`src/rtl/turkey_pkg.sv`:
```
// Shared definitions for the turkey counter front end.
//   state_t      : FSM state encoding (also driven onto state_o for LEDs)
//   P_*          : sensor-pair constants, pair ordered {left, right}
//   next_state() : pure transition function of the direction FSM
package turkey_pkg;

  typedef enum logic [2:0] {
    IDLE     = 3'd0,
    L1       = 3'd1,
    BR       = 3'd2,
    R2       = 3'd3,
    R1       = 3'd4,
    BL       = 3'd5,
    L2       = 3'd6,
    WAIT_CLR = 3'd7
  } state_t;

  localparam logic [1:0] P_NONE = 2'b00;
  localparam logic [1:0] P_L    = 2'b10;
  localparam logic [1:0] P_R    = 2'b01;
  localparam logic [1:0] P_BOTH = 2'b11;

  // Every state lists all four pairs explicitly; the one pair that is
  // neither "stay" nor a legal neighbour sends the FSM to WAIT_CLR.
  function automatic state_t next_state(input state_t s, input logic [1:0] p);
    state_t n;
    n = s;
    unique case (s)
      IDLE: unique case (p)
        P_NONE: n = IDLE;
        P_L:    n = L1;
        P_R:    n = R1;
        P_BOTH: n = WAIT_CLR;
      endcase
      L1: unique case (p)
        P_L:    n = L1;
        P_BOTH: n = BR;
        P_NONE: n = IDLE;
        P_R:    n = WAIT_CLR;
      endcase
      BR: unique case (p)
        P_BOTH: n = BR;
        P_R:    n = R2;
        P_L:    n = L1;
        P_NONE: n = WAIT_CLR;
      endcase
      R2: unique case (p)
        P_R:    n = R2;
        P_NONE: n = IDLE;
        P_BOTH: n = BR;
        P_L:    n = WAIT_CLR;
      endcase
      R1: unique case (p)
        P_R:    n = R1;
        P_BOTH: n = BL;
        P_NONE: n = IDLE;
        P_L:    n = WAIT_CLR;
      endcase
      BL: unique case (p)
        P_BOTH: n = BL;
        P_L:    n = L2;
        P_R:    n = R1;
        P_NONE: n = WAIT_CLR;
      endcase
      L2: unique case (p)
        P_L:    n = L2;
        P_NONE: n = IDLE;
        P_BOTH: n = BL;
        P_R:    n = WAIT_CLR;
      endcase
      WAIT_CLR: n = (p == P_NONE) ? IDLE : WAIT_CLR;
    endcase
    return n;
  endfunction

endpackage

```
`src/rtl/turkey_dir_fsm_sensor_filter.sv`:
```
// Two-bit synchronizer plus shared debounce filter for the beam sensors.
//   clk, rst_n : clock, asynchronous active-low reset
//   raw        : {left, right} raw sensor levels, asynchronous to clk
//   filt       : {left, right} synchronized, debounced pair
// The pair is filtered as a unit: any change on either bit restarts the
// stability count, so the FSM only ever sees a pair that held steady.
module sensor_filter
  import turkey_pkg::*;
#(
  parameter int SYNC_STAGES = 2,
  parameter int DEB_CYCLES  = 4
) (
  input  logic       clk,
  input  logic       rst_n,
  input  logic [1:0] raw,
  output logic [1:0] filt
);

  localparam int CNT_W = $clog2(DEB_CYCLES + 1);
  localparam logic [CNT_W-1:0] CNT_MAX  = CNT_W'(DEB_CYCLES);
  // filt is loaded on the edge where the count steps up to DEB_CYCLES-1,
  // i.e. when the count currently stands at DEB_CYCLES-2 or beyond.
  localparam logic [CNT_W-1:0] CNT_FIRE = CNT_W'((DEB_CYCLES >= 2) ? DEB_CYCLES - 2 : 0);

  logic [SYNC_STAGES-1:0][1:0] sync_p0;
  logic [1:0]                  cand_p1;
  logic [CNT_W-1:0]            cnt_p1;
  logic [1:0]                  sync;

  assign sync = sync_p0[SYNC_STAGES-1];

  // Synchronizer chain
  always_ff @(posedge clk or negedge rst_n) begin
    if (!rst_n) begin
      sync_p0 <= '0;
    end else begin
      sync_p0 <= {sync_p0[SYNC_STAGES-2:0], raw};
    end
  end

  // Debounce: candidate, stability counter, filtered output
  always_ff @(posedge clk or negedge rst_n) begin
    if (!rst_n) begin
      cand_p1 <= P_NONE;
      cnt_p1  <= '0;
      filt    <= P_NONE;
    end else if (sync != cand_p1) begin
      cand_p1 <= sync;
      cnt_p1  <= '0;
    end else begin
      if (cnt_p1 != CNT_MAX) begin
        cnt_p1 <= cnt_p1 + CNT_W'(1);
      end
      if (cnt_p1 >= CNT_FIRE) begin
        filt <= cand_p1;
      end
    end
  end

endmodule

```
`src/rtl/turkey_dir_fsm.sv`:
```
// Turkey crossing direction classifier.
//   clk, rst_n         : clock, asynchronous active-low reset
//   sensor_l, sensor_r : raw beam-break inputs (1 = broken), asynchronous
//   inc                : one-cycle pulse, rightward crossing completed
//   dec                : one-cycle pulse, leftward crossing completed
//   err                : one-cycle pulse on every entry into WAIT_CLR
//   state_o            : current FSM state, for LED debug
// A rightward crossing walks IDLE-L1-BR-R2-IDLE, leftward IDLE-R1-BL-L2-IDLE.
// Backing up one step is legal; anything skipping a step parks the FSM in
// WAIT_CLR until both beams are clear.
module turkey_dir_fsm
  import turkey_pkg::*;
#(
  parameter int SYNC_STAGES = 2,
  parameter int DEB_CYCLES  = 4
) (
  input  logic       clk,
  input  logic       rst_n,
  input  logic       sensor_l,
  input  logic       sensor_r,
  output logic       inc,
  output logic       dec,
  output logic       err,
  output logic [2:0] state_o
);

  logic [1:0] pair_p1;
  state_t     state;
  state_t     nxt;

  sensor_filter #(
    .SYNC_STAGES (SYNC_STAGES),
    .DEB_CYCLES  (DEB_CYCLES)
  ) u_filter (
    .clk   (clk),
    .rst_n (rst_n),
    .raw   ({sensor_l, sensor_r}),
    .filt  (pair_p1)
  );

  assign nxt     = next_state(state, pair_p1);
  assign state_o = state;

  // Direction FSM; pulses register alongside the state change causing them
  always_ff @(posedge clk or negedge rst_n) begin
    if (!rst_n) begin
      state <= IDLE;
      inc   <= 1'b0;
      dec   <= 1'b0;
      err   <= 1'b0;
    end else begin
      state <= nxt;
      inc   <= (state == R2) && (pair_p1 == P_NONE);
      dec   <= (state == L2) && (pair_p1 == P_NONE);
      err   <= (nxt == WAIT_CLR) && (state != WAIT_CLR);
    end
  end

endmodule

```
`config.mk`:
```
export PLATFORM = sky130hd
export DESIGN_NAME = turkey_dir_fsm
export DESIGN_NICKNAME = d
export VERILOG_FILES = /design/src/rtl/turkey_pkg.sv /design/src/rtl/turkey_dir_fsm_sensor_filter.sv /design/src/rtl/turkey_dir_fsm.sv
export SDC_FILE = /design/constraint.sdc
export NUM_CORES = 1
export LEC_CHECK = 0
export ABC_AREA = 1
export ABC_CLOCK_PERIOD_IN_PS = 3900
export CELL_PAD_IN_SITES_DETAIL_PLACEMENT = 1
export CELL_PAD_IN_SITES_GLOBAL_PLACEMENT = 1
export CORE_ASPECT_RATIO = 1.5
export CORE_MARGIN = 3
export CORE_UTILIZATION = 45
export DETAILED_ROUTE_END_ITERATION = 16
export GPL_TIMING_DRIVEN = 1
export PLACE_DENSITY_LB_ADDON = 0.3
export SKIP_CTS_REPAIR_TIMING = 1
export SYNTH_ARGS = -nofsm -noshare
export SYNTH_HDL_FRONTEND = slang
export SYNTH_HIERARCHICAL = 1
export SYNTH_SLANG_ARGS = --single-unit
export TNS_END_PERCENT = 100
```
`constraint.sdc`:
```
create_clock -name clk -period 3.9 [get_ports clk]
set_input_delay 1.17 -clock clk [delete_from_list [all_inputs] [get_ports clk]]
set_output_delay 1.17 -clock clk [all_outputs]
set_load 0.1 [all_outputs]
```
==> results.cfg, run 1 <==
[critical_path]
path_depth = 1
slowest_stage = clkdlybuf4s50_1
endpoint_kind = output pin
reg2reg_slack_ps = 2350
rr_endpoint = err
r2r-start = u_filter/filt[0]
start_kind = flip-flop
critPathMaxFanout = 1
cpPeakStageDelay_ps = 1120
cp.required_ps = 2730
path_buf_inv = 1
critPathKind = reg -> out
startpoint = inc
critical_path.top_delay_family = buffers and inverters
crit_arrival_ps = 1750
cp-endpoint = inc
crit_chain = clkdlybuf4s50_1
r2r_cells = 8

[grt]
grt-ovfl-total = 0
grt_pass1_vias = 829
grt.total_usage = 0.164
grt_first_pass_wirelength_mm = 3.62
antenna_found_initial = 0
grt_max_degree = 18

[synth]
synthFlopType = dfrtp_1
ys.warnings.count = 6
syn_area_um2 = 1050
syn_avg_cell_area_um2 = 8.74
ys_seq_area_frac = 0.406
yosysUniqueCellTypes = 26
async_reset_ff_frac = 1.00
synth_cells = 120
synth_nets = 135
ys_ff_latch = 17
synth-edff-count = 0

[sta]
relSlewSlack = 0.355
final_hold_viol_count = 0
setup_ws_ps = 982
min_period_ps = 2920
rsz0062_at_grt = no
final-setup-viol-count = 0
finClkSkew_ps = 7.14
tightest_slew_ps = 965
clock.fmax_mhz = 343
fin_crit_sh = 0.748
tns_ps = 0
slew_violations = 0

[layout]
final_nets = 144
layout-drive-gt1-share = 0.180
antenna_cells = 0
mostFrequentLayoutCell = nand2_1
final_cell_mix = nand2_1 (22), dfrtp_1 (17), inv_1 (14)
fillers = 250
syn2layout_area_growth_pct = 9.55
fin_area_um2 = 1150

[placed_design]
io_buffers = 9
placed_cell_area_um2 = 1120
gp_congestion = 0.803
post-place-ws_ps = 1300
place_hpwl_mm = 1.65

[clocking]
cts.clk_slew.worst_paths_ps = 100
cts_root_buffer = clkbuf_4
numCtsBuffers = 3
cts.sinks = 17
h-tree-depth = 1
cts_tree = built
clk_latency_ps = 290
cts_max_path_buffers = 2

[floorplan]
die_y_um = 65.1
num_rows = 20
ioPinCount = 10
start_util = 0.493
fp.dieW_um = 45.4
dieArea_um2 = 2960
core_area_um2 = 2130

[drt]
drt_pre_antenna_iters = 4
wl_met3_um = 70
wl_per_cell_um = 13.5
routed.top_layer = met4
routed-wl-met2_mm = 1.19
drc_errors = 0
via_count = 779
met1Wirelength_um = 719
antenna_left = 0
drt_iter0_markers = 11
vias_per_cell = 5.19
wirelength_mm = 2.02

[job]
max-cap-violations = 0

[min_path]
hp-class = reg -> reg

[run_status]
status = finished, final reports clean

[power_and_ir_drop]
leakage_nw = 0.581
ir_worst_vdd_mv = 0.265
power_density_nw_per_um2 = 686
## power breakdown
part	total, mW	switching [mW]	internal, mW	leakage (nW)
logic	0.421	0.303	0.118	0.346
registers	0.275	0.0695	0.205	0.217
clock network	0.0929	0.0549	0.0380	0.0177
total	0.788	0.427	0.361	0.581
## registers in the layout (all words and copies together) (netlist names)
signal / count
u_filter/cnt_p1: 3
err: 1
u_filter/cand_p1: 2
state_o: 3
inc: 1
u_filter/filt: 2
dec: 1
u_filter/sync: 2
u_filter/sync_p0: 2
## per-stage QoR
stage          total power [mW]  hold WS [ps]  cells   util
2_1_floorplan             0.626           331    120      -
3_3_place_gp              0.692           334    146  0.527
3_5_place_dp              0.705           338    146  0.527
4_1_cts                   0.801           368    150  0.540
5_1_grt                   0.850           373    150  0.540
6_report                  0.788           364    150  0.540
## layout make-up
| type | instances | area [um2] | share of cell area |
|---|---|---|---|
| repair buffers | 9 | 82.6 | 0.0719 |
| clock buffers | 3 | 22.5 | 0.0196 |
| multi-input cells | 80 | 510 | 0.444 |
| inverters | 18 | 75.1 | 0.0654 |
| well taps | 22 | 27.5 | 0.0240 |
| flip-flops and latches | 17 | 425 | 0.370 |
| clock inverters | 1 | 5.00 | 0.00436 |
## metal layers
metal | vias to the layer above | global-route usage
li1 | 389 | -
met1 | 374 | 0.171
met2 | 12 | 0.309
met3 | 4 | 0.0247
met4 | 0 | 0.0586
met5 | - | 0
## worst min path at each step
stage,startpoint,slack (ps),to,depth (start not counted)
after detailed placement,u_filter/sync_p0[0],340,u_filter/sync[0],0
after CTS,u_filter/sync_p0[1],370,u_filter/sync[1],0
after floorplan,u_filter/sync_p0[0],330,u_filter/sync[0],0
after global placement,u_filter/sync_p0[1],330,u_filter/sync[1],0
final,u_filter/sync_p0[1],360,u_filter/sync[1],0
after global routing,u_filter/sync_p0[1],370,u_filter/sync[1],0
## kinds of logic (layout without fill, tap and decap cells)
group | Yosys count | in the layout | share of synthesized area
AOI/OAI and AO/OA | 5 | 5 | 0.0262
xor gates and xnor gates | 2 | 2 | 0.0167
adders and majority gates | 11 | 11 | 0.131
buffers and inverters | 23 | 31 | 0.107
DFF | 17 | 17 | 0.406
and+or+nand+nor | 62 | 62 | 0.313
## cells in the mapped netlist, types with 2 or more instances
cell type | n | area share
a21oi_1 | 2 | 0.0095
buf_6 | 2 | 0.021
clkbuf_1 | 2 | 0.0072
dfrtp_1 | 17 | 0.41
ha_1 | 11 | 0.13
inv_1 | 14 | 0.050
inv_2 | 2 | 0.0072
nand2_1 | 22 | 0.079
nand2_2 | 5 | 0.030
nand3_1 | 8 | 0.038
nand3_2 | 3 | 0.029
nand4_1 | 5 | 0.030
nor2_1 | 11 | 0.039
nor2_4 | 2 | 0.021
nor3_1 | 2 | 0.0095
nor4_1 | 2 | 0.012
Power figures use the tool's default switching activity.
==> inputs of run 2 (changes only) <==
--- a/config.mk
+++ b/config.mk
@@ -6,12 +6,12 @@
 export NUM_CORES = 1
 export LEC_CHECK = 0
 export ABC_AREA = 1
-export ABC_CLOCK_PERIOD_IN_PS = 3900
+export ABC_CLOCK_PERIOD_IN_PS = 2500
 export CELL_PAD_IN_SITES_DETAIL_PLACEMENT = 1
 export CELL_PAD_IN_SITES_GLOBAL_PLACEMENT = 1
 export CORE_ASPECT_RATIO = 1.5
 export CORE_MARGIN = 3
-export CORE_UTILIZATION = 45
+export CORE_UTILIZATION = 38
 export DETAILED_ROUTE_END_ITERATION = 16
 export GPL_TIMING_DRIVEN = 1
 export PLACE_DENSITY_LB_ADDON = 0.3
==> constraint.sdc (replaced) <==
create_clock -name clk -period 2.5 [get_ports clk]
set_input_delay 0.75 -clock clk [delete_from_list [all_inputs] [get_ports clk]]
set_output_delay 0.75 -clock clk [all_outputs]
set_load 0.1 [all_outputs]
==> run 2 against run 1 <==
Effect of this change: die area is 16% higher; sequential share of layout area fell by 1.4 points; flip-flop and latch count did not move; clock-buffer cell count is 1 higher; total power rose by 66%; first-iteration DRC count unchanged; clock power increased by 51%; final area grew 4.0%; setup slack worse by 470 ps; utilization is 6.8 points lower.
==> results.cfg, run 2 (synthesis gave the netlist of run 1 again) <==
[grt]
grt-ovfl-total = 0
grt_pass1_vias = 866
grt_first_pass_wirelength_mm = 3.86
grt.total_usage = 0.146
antenna_found_initial = 0
grt_max_degree = 18

[critical_path]
slowest_stage = dfrtp_1
critPathMaxFanout = 10
cpPeakStageDelay_ps = 700
start_kind = flip-flop
endpoint_kind = output pin
crit_chain = buf_12
cp.required_ps = 1750
crit_arrival_ps = 1230
path_buf_inv = 1
critical_path.top_delay_family = flip-flops
critPathKind = reg -> out

[power_and_ir_drop]
leakage_nw = 0.595
intPower_mw = 0.616
total_power_mw = 1.31
power_density_nw_per_um2 = 1090
p_comb_frac = 0.557
ir_worst_vdd_mv = 0.423
p_sw_mw = 0.690
sw_frac_of_total = 0.529
seq_power_share = 0.336
power_frac_clock = 0.107

[layout]
mostFrequentLayoutCell = nand2_1
final_nets = 144
syn2layout_area_growth_pct = 14.0
layout-drive-gt1-share = 0.195
fillers = 326
fin_util = 0.472
final_cell_mix = nand2_1 (22), dfrtp_1 (17), inv_1 (14)
antenna_cells = 0

[sta]
tns_ps = 0
final-setup-viol-count = 0
fin_crit_sh = 0.794
final_hold_viol_count = 0
min_period_ps = 1980
relSlewSlack = 0.519
slew_violations = 0
tightest_slew_ps = 720
clock.fmax_mhz = 504
finClkSkew_ps = 3.49
whs_ps = 360
rsz0062_at_grt = no

[clocking]
cts_tree = built
cts.clk_slew.worst_paths_ps = 90
numCtsBuffers = 3
cts_root_buffer = clkbuf_4
h-tree-depth = 1
clk_latency_ps = 280
cts_max_path_buffers = 2
cts.sinks = 17

[job]
max-cap-violations = 0

[floorplan]
ioPinCount = 10
core_area_um2 = 2530
dieArea_um2 = 3440
die_y_um = 70.3
fp.dieW_um = 48.9
start_util = 0.414
num_rows = 22

[drt]
vias_per_cell = 4.82
antenna_left = 0
via_count = 790
wl_per_cell_um = 13.6
drt_iter0_markers = 11
drt_pre_antenna_iters = 4
drc_errors = 0
wirelength_mm = 2.22

[placed_design]
io_buffers = 9
place_hpwl_mm = 1.87
gp_congestion = 0.780

[min_path]
hp-class = reg -> reg

[run_status]
status = finished, final reports clean
==> run 2: changes by cell type in the layout (fill, tap and decap cells not counted) <==
cell             previous run  this run
buf_12                      0         3
clkdlybuf4s50_1             6         3
clkinv_2                    1         0
clkbuf_1                    0         1
==> run 2: final timing paths <==
kind | from | to | slack [ps] | depth (start not counted)
setup / recovery | state_o[1] | state_o[1] | 520 | 1
hold / removal | u_filter/sync_p0[0] | u_filter/sync[0] | 360 | 0
setup reg to reg | u_filter/filt[0] | state_o[0] | 920 | 6
hold reg to reg | u_filter/sync_p0[0] | u_filter/sync[0] | 360 | 0
max in group asynchronous | rst_n | u_filter/filt[1] | 1160 | 1
min in group asynchronous | rst_n | u_filter/cnt_p1[0] | 890 | 1
==> run 2: layer usage <==
layer / GRT usage / up-vias / part of all wire
met4: 0.0759 / 0 / 0.018
met3: 0.0192 / 4 / 0.016
met5: 0 / - / 0
met2: 0.281 / 8 / 0.59
li1: - / 393 / -
met1: 0.147 / 385 / 0.38
==> run 2: cell type report <==
| cell class | instances | area (um2) | area share |
|---|---|---|---|
| clock buffer | 4 | 26.3 | 0.0220 |
| inverter | 18 | 75.1 | 0.0628 |
| multi-input combinational | 80 | 510 | 0.427 |
| sequential | 17 | 425 | 0.356 |
| tap | 36 | 45.0 | 0.0377 |
| timing repair buffer | 9 | 113 | 0.0942 |
==> run 2: metrics by stage <==
stage	cells	instance area, um2	worst slack [ps]
global route	164	1190	445
detailed placement	160	1170	769
finish	164	1190	516
CTS	164	1190	501
floorplan	120	1050	687
global placement	160	1170	845
==> run 2: power groups by stage <==
stage               clock network [mW]  logic, mW  registers (mW)
floorplan                            0      0.414           0.563
global placement                     0      0.712           0.439
detailed placement                   0      0.734           0.445
CTS                              0.149      0.736           0.440
global route                     0.162      0.788           0.451
finish                           0.140      0.727           0.439
